**src/rtl/alu_pkg.sv**
```systemverilog
// Shared definitions for the 8-bit ALU and its sequencing front end (alu_ctrl):
// opcode constants, controller state encoding and instruction field positions.
package alu_pkg;

    localparam int DATA_W = 8;
    localparam int INSTR_W = 16;
    localparam int REG_AW = 2;

    localparam logic [2:0] OP_PLUS    = 3'd0;
    localparam logic [2:0] OP_MINUS   = 3'd1;
    localparam logic [2:0] OP_BAND    = 3'd2;
    localparam logic [2:0] OP_BOR     = 3'd3;
    localparam logic [2:0] OP_UNEGATE = 3'd4;

    typedef enum logic [1:0] {
        ST_IDLE  = 2'd0,
        ST_ISSUE = 2'd1,
        ST_WB    = 2'd2
    } state_t;

    // Instruction word layout: op | rd | ra | imm_sel | imm (rb lives in imm[7:6])
    localparam int OP_MSB      = 15;
    localparam int OP_LSB      = 13;
    localparam int RD_MSB      = 12;
    localparam int RD_LSB      = 11;
    localparam int RA_MSB      = 10;
    localparam int RA_LSB      = 9;
    localparam int IMM_SEL_BIT = 8;
    localparam int IMM_MSB     = 7;
    localparam int IMM_LSB     = 0;
    localparam int RB_MSB      = 7;
    localparam int RB_LSB      = 6;

    function automatic logic op_is_legal(input logic [2:0] op);
        return op <= OP_UNEGATE;
    endfunction

endpackage

```
**src/rtl/alu_regfile.sv**
```systemverilog
// Register file for alu_ctrl: NREGS x DW storage, two combinational read ports,
// one synchronous write port; r0 reads as zero and ignores writes.
module alu_regfile #(
    parameter int NREGS = 4,
    parameter int DW    = 8,
    localparam int AW   = $clog2(NREGS)
) (
    input  logic          clk,
    input  logic          rst_n,
    input  logic          we,
    input  logic [AW-1:0] waddr,
    input  logic [DW-1:0] wdata,
    input  logic [AW-1:0] raddr_a,
    input  logic [AW-1:0] raddr_b,
    output logic [DW-1:0] rdata_a,
    output logic [DW-1:0] rdata_b
);

    logic [DW-1:0] mem_q [NREGS];
    logic [DW-1:0] mem_d [NREGS];

    always_comb begin
        for (int i = 0; i < NREGS; i++) begin
            mem_d[i] = mem_q[i];
        end
        if (we && (waddr != '0)) begin
            mem_d[waddr] = wdata;
        end
    end

    always_ff @(posedge clk or negedge rst_n) begin
        if (!rst_n) begin
            for (int i = 0; i < NREGS; i++) begin
                mem_q[i] <= '0;
            end
        end else begin
            for (int i = 0; i < NREGS; i++) begin
                mem_q[i] <= mem_d[i];
            end
        end
    end

    assign rdata_a = (raddr_a == '0) ? '0 : mem_q[raddr_a];
    assign rdata_b = (raddr_b == '0) ? '0 : mem_q[raddr_b];

endmodule

```
**src/rtl/alu_ctrl.sv**
```systemverilog
// Issuing front end for the external combinational alu: accepts instructions,
// drives alu_op/alu_a/alu_b, retires and writes back results. Optional perf
// counter enabled by defining ALU_CTRL_PERF_EN.
module alu_ctrl #(
    parameter int NREGS = 4
) (
    input  logic        clk,
    input  logic        rst_n,
    input  logic        instr_valid,
    input  logic [15:0] instr,
    output logic        instr_ready,
    output logic [2:0]  alu_op,
    output logic [7:0]  alu_a,
    output logic [7:0]  alu_b,
    input  logic [7:0]  alu_result,
    output logic        res_valid,
    output logic [7:0]  res_data,
    output logic        res_err
`ifdef ALU_CTRL_PERF_EN
    ,
    output logic [15:0] perf_count
`endif
);
    import alu_pkg::*;

    state_t              state_q, state_d;
    logic                instr_ready_q, instr_ready_d;
    logic                res_valid_q, res_valid_d;
    logic [2:0]          alu_op_q, alu_op_d;
    logic [DATA_W-1:0]   alu_a_q, alu_a_d;
    logic [DATA_W-1:0]   alu_b_q, alu_b_d;
    logic [REG_AW-1:0]   rd_q, rd_d;
    logic [DATA_W-1:0]   res_data_q, res_data_d;
    logic                res_err_q, res_err_d;

    logic                handshake;
    logic                rf_we;
    logic [REG_AW-1:0]   ra_field, rb_field;
    logic [DATA_W-1:0]   rf_rdata_a, rf_rdata_b;
    logic [DATA_W-1:0]   operand_b;

    assign ra_field  = instr[RA_MSB:RA_LSB];
    assign rb_field  = instr[RB_MSB:RB_LSB];
    assign handshake = instr_valid && instr_ready_q;
    assign operand_b = instr[IMM_SEL_BIT] ? instr[IMM_MSB:IMM_LSB] : rf_rdata_b;

    alu_regfile #(
        .NREGS (NREGS),
        .DW    (DATA_W)
    ) u_regfile (
        .clk     (clk),
        .rst_n   (rst_n),
        .we      (rf_we),
        .waddr   (rd_q),
        .wdata   (alu_result),
        .raddr_a (ra_field),
        .raddr_b (rb_field),
        .rdata_a (rf_rdata_a),
        .rdata_b (rf_rdata_b)
    );

    always_comb begin
        state_d    = state_q;
        alu_op_d   = alu_op_q;
        alu_a_d    = alu_a_q;
        alu_b_d    = alu_b_q;
        rd_d       = rd_q;
        res_data_d = res_data_q;
        res_err_d  = res_err_q;
        rf_we      = 1'b0;

        case (state_q)
            ST_IDLE: begin
                if (handshake) begin
                    state_d = ST_ISSUE;
                end
            end
            ST_ISSUE: begin
                state_d = ST_WB;
                // Illegal opcodes leave the ALU output undefined, so report zero.
                if (op_is_legal(alu_op_q)) begin
                    res_data_d = alu_result;
                    res_err_d  = 1'b0;
                    rf_we      = 1'b1;
                end else begin
                    res_data_d = '0;
                    res_err_d  = 1'b1;
                end
            end
            ST_WB: begin
                state_d = handshake ? ST_ISSUE : ST_IDLE;
            end
            default: begin
                state_d = ST_IDLE;
            end
        endcase

        // In WB the register file already holds the just-retired result.
        if (handshake) begin
            alu_op_d = instr[OP_MSB:OP_LSB];
            alu_a_d  = rf_rdata_a;
            alu_b_d  = operand_b;
            rd_d     = instr[RD_MSB:RD_LSB];
        end

        instr_ready_d = (state_d != ST_ISSUE);
        res_valid_d   = (state_d == ST_WB);
    end

    always_ff @(posedge clk or negedge rst_n) begin
        if (!rst_n) begin
            state_q       <= ST_IDLE;
            instr_ready_q <= 1'b1;
            res_valid_q   <= 1'b0;
            alu_op_q      <= '0;
            alu_a_q       <= '0;
            alu_b_q       <= '0;
            rd_q          <= '0;
            res_data_q    <= '0;
            res_err_q     <= 1'b0;
        end else begin
            state_q       <= state_d;
            instr_ready_q <= instr_ready_d;
            res_valid_q   <= res_valid_d;
            alu_op_q      <= alu_op_d;
            alu_a_q       <= alu_a_d;
            alu_b_q       <= alu_b_d;
            rd_q          <= rd_d;
            res_data_q    <= res_data_d;
            res_err_q     <= res_err_d;
        end
    end

    assign instr_ready = instr_ready_q;
    assign res_valid   = res_valid_q;
    assign alu_op      = alu_op_q;
    assign alu_a       = alu_a_q;
    assign alu_b       = alu_b_q;
    assign res_data    = res_data_q;
    assign res_err     = res_err_q;

`ifdef ALU_CTRL_PERF_EN
    logic [15:0] perf_count_q, perf_count_d;

    // Counts successful retirements, saturating rather than wrapping.
    always_comb begin
        perf_count_d = perf_count_q;
        if (res_valid_q && !res_err_q && (perf_count_q != 16'hFFFF)) begin
            perf_count_d = perf_count_q + 16'd1;
        end
    end

    always_ff @(posedge clk or negedge rst_n) begin
        if (!rst_n) begin
            perf_count_q <= '0;
        end else begin
            perf_count_q <= perf_count_d;
        end
    end

    assign perf_count = perf_count_q;
`endif

endmodule

```
**config.mk**
```make
export PLATFORM = sky130hd
export DESIGN_NAME = alu_ctrl
export DESIGN_NICKNAME = d
export VERILOG_FILES = /design/src/rtl/alu_pkg.sv /design/src/rtl/alu_regfile.sv /design/src/rtl/alu_ctrl.sv
export SDC_FILE = /design/constraint.sdc
export NUM_CORES = 1
export LEC_CHECK = 0
export ABC_AREA = 1
export ABC_CLOCK_PERIOD_IN_PS = 1090
export BUFFER_PORTS_ARGS = -buffer_cell sky130_fd_sc_hd__buf_2
export CAP_MARGIN = 20
export CORE_UTILIZATION = 50
export CTS_BUF_LIST = sky130_fd_sc_hd__clkbuf_16
export DETAILED_ROUTE_END_ITERATION = 7
export PLACE_DENSITY = 0.76
export SLEW_MARGIN = 20
export SYNTH_ARGS = -nofsm -noshare
export SYNTH_HDL_FRONTEND = slang
export SYNTH_SLANG_ARGS = --single-unit
```
**constraint.sdc**
```tcl
create_clock -name clk -period 1.09 [get_ports clk]
set_input_delay 0.218 -clock clk [delete_from_list [all_inputs] [get_ports clk]]
set_output_delay 0.218 -clock clk [all_outputs]
set_load 0.05 [all_outputs]
```
# Word level (Yosys, flattened, before mapping)
# Cells that the tools add are included.
op_classes:
  n_lt_le_gt_ge: 5
  n_eq_ne: 4
  mux: 19
  bitwise_logic: 3
  reduce_logical: 7
op_table:
  columns: ["operator", "count"]
  rows:
  - ["$mux W8", 9]
  - ["$bmux W8 S2", 2]
  - ["$bwmux W32", 1]
  - ["$demux W8 S2", 1]
  - ["$ge A3 B3 Y1 const B", 3]
  - ["$not A2 Y3", 3]
  - ["$logic_not A2 Y1", 3]
  - ["$pmux W2 S3", 1]
  - ["$eq A2 B2 Y1 const B", 2]
  - ["$mux W1", 4]
  - ["$le A3 B3 Y1 const B", 1]
  - ["$logic_and A1 B1 Y1", 3]
  - ["$lt A3 B1 Y1 const B", 1]
  - ["$eq A2 B1 Y1 const B", 1]
  - ["$mux W2", 1]
  - ["$ne A2 B1 Y1 const B", 1]
  - ["$reduce_bool A2 Y1", 1]
totals:
  reg_bits: 66
  input_bits: 27
  output_inout_bits: 30
  word_cells: 51

# Logic depth before layout (Yosys ltp)
# Gate-level depths: netlist (run 1).
depth:
  depth_word: 6
  ltp_mapped: 8
  mapped_depth_nobuf: 7

# By module
# A second synthesis (run 1) with hierarchy kept.
unflattened:
  hier_cells: 416
  area_unflattened_um2: 3238.1
by_module_without_submodules:
  columns: ["module", "instances", "cells_per_inst", "area_each_um2"]
  rows:
  - ["alu_regfile", 1, 262, 1819.2]
  - ["alu_ctrl", 1, 154, 1418.9]

# Least setup slack after synthesis (run 1)
# Ideal clock, no wire load.
synth_timing:
  kind: "register -> register"
  startpoint: "register instr_ready_q, in the netlist instr_ready"
  endpoint: "register alu_b_q[4], in the netlist alu_b[4]"
  setup_time_ns: 0.077
  arrival_ns: 1.337
  setup_slack_ns: -0.325
  path_stages_with_launch: 6
  path_buffers: 1
  period_less_slack_ns: 1.415
  cell_sequence: "dfstp_2 -> nand2_1 -> inv_1 -> buf_2 -> nor2_1 -> a21oi_1"
synth_via:
  elab_chain_cells: 1
synth_lines:
  columns: ["item", "line", "text"]
  rows:
  - ["start, declared", "alu_ctrl.sv:27", "logic instr_ready_q, instr_ready_d;"]
  - ["start signal, assigned", "alu_ctrl.sv:123", "instr_ready_q <= instr_ready_d;"]
  - ["$logic_and A1 B1 Y1", "alu_ctrl.sv:44", "assign handshake = instr_valid && instr_ready_q;"]
  - ["end signal, assigned", "alu_ctrl.sv:127", "alu_b_q <= alu_b_d;"]
  - ["end, declared", "alu_ctrl.sv:31", "logic [DATA_W-1:0] alu_b_q, alu_b_d;"]
# Every way passes these cells.
# A chain may end at the register's enable or synchronous reset.

# Worst setup path after layout (run 1)
layout_timing:
  startpoint: "register instr_ready_q, in the netlist instr_ready"
  endpoint: "output port instr_ready"
layout_rtl:
  columns: ["item", "line", "text"]
  rows:
  - ["end, declared", "alu_ctrl.sv:11", "output logic instr_ready,"]
# No word-level cell between the ends.

==> results of run 1 <==
-- cell type report --
type | instances | area (sq um)
clock inverters | 6 | 76.3
multi-input cells | 262 | 1470
repair buffers | 97 | 915
inverters | 40 | 165
repair inverters | 1 | 8.76
well taps | 75 | 93.8
fillers | 383 | 1340
flip-flops and latches | 65 | 1630
clock buffers | 9 | 225
-- Yosys cell counts (all sizes together) --
| master | count |
|---|---|
| nand3 | 40 |
| nor3 | 1 |
| dfrtp | 64 |
| a21oi | 31 |
| dfstp | 1 |
| clkinv | 1 |
| o21ai | 26 |
| nand2 | 147 |
| nor2 | 16 |
| inv | 39 |
| buf | 13 |
| clkbuf | 10 |
-- cells by family after synthesis --
family	count (synthesis)
buffers and inverters	63
flip-flops	65
AND/OR/NAND/NOR	204
AO/OA/AOI/OAI	57
-- sequential cells by signal (all words and copies together), names as in the netlist --
| register | cells |
|---|---|
| rd_q | 2 |
| alu_b | 8 |
| instr_ready | 1 |
| state_q | 1 |
| res_data | 8 |
| res_valid | 1 |
| alu_a | 8 |
| alu_op | 3 |
| u_regfile.mem_q | 32 |
| res_err | 1 |
-- final timing paths --
check | slack (ns) | end | startpoint | depth (start not counted)
worst max-delay path | -0.19 | instr_ready | instr_ready | 1
worst max register to register | -0.19 | alu_a[5] | instr_ready | 5
min in group asynchronous | 0.30 | alu_op[2] | rst_n | 2
worst min register to register | 0.38 | u_regfile.mem_q[25] | u_regfile.mem_q[25] | 0
worst min-delay path | 0.08 | alu_op[2] | instr[15] | 3
max in group asynchronous | 0.23 | alu_a[1] | rst_n | 3
-- where the power goes --
| group | total [W] | internal (W) | switching [W] | leakage [nW] |
|---|---|---|---|---|
| registers | 0.00383 | 0.00315 | 0.000687 | 0.797 |
| logic | 0.00397 | 0.00157 | 0.00240 | 1.35 |
| clock network | 0.00299 | 0.00196 | 0.00103 | 0.152 |
| total | 0.0108 | 0.00668 | 0.00411 | 2.30 |
-- through the flow --
stage	instance area [sq um]	total power [W]	hold slack, ns	utilization, %
2_1_floorplan	3200	0.00575	-0.0776	-
3_3_place_gp	3610	0.00653	0.103	61.0
3_5_place_dp	3610	0.00662	0.109	61.0
4_1_cts	4480	0.0105	0.0821	75.7
5_1_grt	4590	0.0113	0.0936	77.5
6_report	4590	0.0108	0.0819	77.5
-- metal layers --
metal  GRT usage [%]  share of wire (%)
met1            37.7                 42
met2            52.3                 50
met3            5.23                5.7
met4            13.9                2.3
met5               0                  0
-- timing repair --
action / 4_1_cts / 5_1_grt
hold buffers: 1 / 0
endpoints found under the setup margin: 77 / 86
endpoints found under the hold margin: 8 / 0
gates cloned: 4 / 0
buffers inserted: 11 / 6
resized for setup: 121 / 15
pin swaps: 16 / 15
-- worst min-delay path, cell delays in order --
cell and delay [ns]:
buf_2 0.07, nand2_1 0.04, nand2_1 0.05
==> impl_metrics.ini, run 1 <==
[route]
drc = 0
dr.pass1.iters = 5
vias = 2965
wirelength_mm = 8.87
drt-initial-drc-count = 315
vias_per_cell = 5.34
ant_nets = 0
wl_per_cell_um = 16.0

[yosys]
synth_fp_nets = 416
synth_area_sq_mm = 0.00308
seq_area_frac_synth_pct = 52.8
ys_top_cells_by_area = dfrtp_1, nand2_1, nand3_1
synth_top_family_by_area = simple AND/OR/NAND/NOR gates
synth_fa_ha_area_share_pct = 0
yosys.area_share.xor_xnor_pct = 0
ys_ff_latch = 65
synthMuxAreaShare_pct = 0
syn_inst = 389
synth.distinct_cells = 22
synth.avg_cell_area_sq_um = 7.92
yosysWarnings = 0
synth_top_area_cell = dfrtp_1
yosys.area_share.simple_pct = 27.9
synth_compound_area_share_pct = 9.87
synth_top_area_share_pct = 52.0

[layout]
final_common_cell = nand2_1
area_growth_pct = 48.8
nets = 503
antennaDiodeCount = 0
drive_gt1_share_pct = 39.8
final_cell_mix = nand2_1, dfrtp_1, inv_1
instances_no_fill = 555

[timing]
finalCriticalPeriod_ns = 1.28
hold_viol = 0
slew_violations = 0
tightest_slew_ns = 0.320
finalClockSkew_ns = 0.00579
slew_headroom_pct = 78.6
timing.final.ws_setup_ns = -0.194
fmax_mhz = 779
report.final.setup_viol = 76
tns_ns = -5.87
period_share_pct = 118
rsz0062_at_grt = true

[floorplanning]
core-area_sq_mm = 0.00592
die_w_um = 80.5
dieArea_sq_mm = 0.00648
start_util_pct = 52.0
die_h_um = 80.5
row_count = 28
io_pins = 57

[place]
dp.final_hpwl_mm = 5.14
routabilityCongestion = 0.826
pre_cts_slack_ns = -0.0675
place_inst = 518
numPortBuffers = 56

[setup_path]
crit_path_max_fanout = 2
start_kind = flop
cpMaxStageDelayCell = dfstp_2
crit_buf_inv = 1
critPathTopFamily = flip-flops
cp_cell_sequence = buf_8
required_ns = 0.87
worst-setup-path-type = flop to primary output
cp.arrival_ns = 1.07
cp-end-kind = primary output
cpPeakStageDelay_ns = 0.58

[global_route]
grt_usage_pct = 30.6
grt_pass1_vias = 2986
grt_pass1_wl_mm = 14.6
antenna_found_initial = 0
overflow = 0
grt_max_degree = 37

[min_path]
hold_path.class = input port to flop

[clock_network]
clock_latency_ns = 0.33
cts.clk_slew.worst_paths_ns = 0.06
cts-buffers-inserted = 9
cts_sinks = 65
clock_path_buffers = 2
cts_root_buf = clkbuf_16
htreeDepth = 3
tritoncts = done

[power_and_ir_drop]
p_per_area_mw_per_mm2 = 2350
leakage_nw = 2.30
vdd_drop_max_mv = 1.52

[run_status]
outcome = complete, but fails checks
failed_checks = setup timing

[run]
cap_violations = 0
Power figures use the tool's default switching activity.
==> inputs of run 2 (changes only) <==
- GPL_TIMING_DRIVEN: not set -> 0
==> run 2 against run 1 <==
  * The run still ends with setup timing left
  * Combinational power increased by 3%
  * Power down 2.0%
  * Core utilization grew 2.2 points
  * Die area stayed put
  * Register-to-register slack about the same
  * Global-route usage fell by 2.8 points
  * Clock skew decreased by 0.0013 ns
  * Clock power decreased by 9.0%
  * Non-clock buffer count increased by 11
  * Highest routed layer unchanged
==> impl_metrics.ini, run 2 (same netlist as run 1, synthesis figures left out) <==
[clock_network]
cts_sinks = 65
htreeDepth = 3
tritoncts = done
cts-buffers-inserted = 9
cts_root_buf = clkbuf_16
clock_path_buffers = 2
clock_latency_ns = 0.33
cts.clk_slew.worst_paths_ns = 0.05

[route]
drt-initial-drc-count = 246
dr.pass1.iters = 4
drc = 0
wirelength_mm = 9.01
vias_per_cell = 5.27
vias = 2979
wirelength_met1_mm = 3.68
top_layer = met4
ant_nets = 0
met3WireLength_um = 506
wl_per_cell_um = 15.9
routed-wl-met2_mm = 4.57

[setup_path]
crit_path_max_fanout = 8
worst-setup-path-type = flop to flop
cpMaxStageDelayCell = dfstp_2
cpPeakStageDelay_ns = 0.55
required_ns = 1.36
cp-end-kind = flop
crit_buf_inv = 2
worstReg2RegEnd = alu_a[6]
reg2reg_depth = 6
start_kind = flop
cp.arrival_ns = 1.55
critPathTopFamily = flip-flops
r2r_slack_ns = -0.19
cp_cell_sequence = buf_6, nand2_8, a21oi_4, buf_12, nand3_4, nand2_1
crit-reg2reg-launch = instr_ready

[layout]
largest_reg_flops = 32
final_cell_mix = nand2_1, dfrtp_1, nand2_2, buf_6, inv_1
nFillCells = 365
antennaDiodeCount = 0
regMostFlops = u_regfile.mem_q
nets = 513
drive_gt1_share_pct = 43.7
final_common_cell = nand2_1
area_growth_pct = 53.0

[place]
numPortBuffers = 52
routabilityCongestion = 0.872
pre_cts_slack_ns = -0.209
dp.final_hpwl_mm = 5.16

[global_route]
grt_pass1_vias = 2831
antenna_found_initial = 0
grt_usage_pct = 27.8
grt_pass1_wl_mm = 13.4
grt_max_degree = 44
overflow = 0

[timing]
tightest_slew_ns = 0.390
hold_viol = 0
tns_ns = -7.07
finalCriticalPeriod_ns = 1.28
rsz0062_at_grt = true
timing.final.ws_setup_ns = -0.192
period_share_pct = 118
slew_violations = 0
finalClockSkew_ns = 0.00447
fmax_mhz = 780
report.final.setup_viol = 80
slew_headroom_pct = 73.9

[floorplanning]
die_h_um = 80.5
row_count = 28
core-area_sq_mm = 0.00592
dieArea_sq_mm = 0.00648
die_w_um = 80.5
io_pins = 57
start_util_pct = 52.0

[run_status]
outcome = complete, but fails checks
failed_checks = setup timing

[min_path]
hold_path.class = input port to flop
hold_end = alu_op[2]
min_from = instr[15]
holdPathStages = 3

[power_and_ir_drop]
leakage_nw = 2.36
p_per_area_mw_per_mm2 = 2240
vdd_drop_max_mv = 1.60

[run]
cap_violations = 0
-- run 2: cell types whose count changed in the layout (fill, tap and decap cells not counted), sizes merged --
cell and delta:
clkinv +1, nor2 -1, buf +2, bufinv -1, clkbuf +9
-- run 2: how the worst max path moves through the flow --
stage / start / endpoint / slack, ns / depth (start not counted)
floorplan: alu_op[0] / u_regfile.mem_q[0] / -0.15 / 5
global placement: rst_n / res_valid / -0.53 / 1
detailed placement: rd_q[0] / u_regfile.mem_q[20] / -0.21 / 5
CTS: alu_op[1] / u_regfile.mem_q[20] / -0.19 / 7
global route: alu_op[0] / u_regfile.mem_q[9] / -0.24 / 7
finish: instr_ready / alu_a[6] / -0.19 / 6
-- run 2: repair_timing --
action,4_1_cts,5_1_grt
cloned,5,0
pin swaps,14,15
endpoints found under the hold margin,22,0
resized for setup,126,40
hold buffers,1,0
setup buffers,13,18
endpoints found under the setup margin,79,86
-- run 2: tightest hold or removal path: stages --
cell and delay (ns):
buf_2 0.07, nand2_1 0.05, nand2_1 0.05
-- run 2: through the flow --
stage | total power (W) | cells | hold slack [ns] | util (%) | cell area [sq um]
2_1_floorplan | 0.00575 | 389 | -0.0776 | - | 3200
3_3_place_gp | 0.00643 | 516 | 0.412 | 60.0 | 3550
3_5_place_dp | 0.00654 | 517 | 0.131 | 60.4 | 3570
4_1_cts | 0.0101 | 551 | 0.0776 | 76.1 | 4500
5_1_grt | 0.0111 | 565 | 0.106 | 79.6 | 4720
6_report | 0.0106 | 565 | 0.0847 | 79.6 | 4720
-- run 2: final cells by class --
type	count	area, sq um	area share [%]
buffer	22	163	3.45
tap	75	93.8	1.99
sequential	65	1630	34.6
timing repair inverter	1	8.76	0.186
clock inverter	6	51.3	1.09
inverter	40	170	3.61
multi-input combinational	261	1550	32.9
timing repair buffer	86	818	17.4
clock buffer	9	225	4.78
-- run 2: layer usage --
layer / track usage (%) / up-vias
met1: 35.7 / 1431
met5: 0 / -
met4: 11.1 / 0
met3: 4.77 / 20
met2: 46.4 / 113
li1: - / 1415
-- run 2: report_power, final --
group / total [W] / switching (W) / internal [W] / leakage [nW]
registers: 0.00377 / 0.000626 / 0.00315 / 0.797
logic: 0.00408 / 0.00247 / 0.00161 / 1.42
clock network: 0.00272 / 0.000997 / 0.00172 / 0.141
total: 0.0106 / 0.00409 / 0.00648 / 2.36
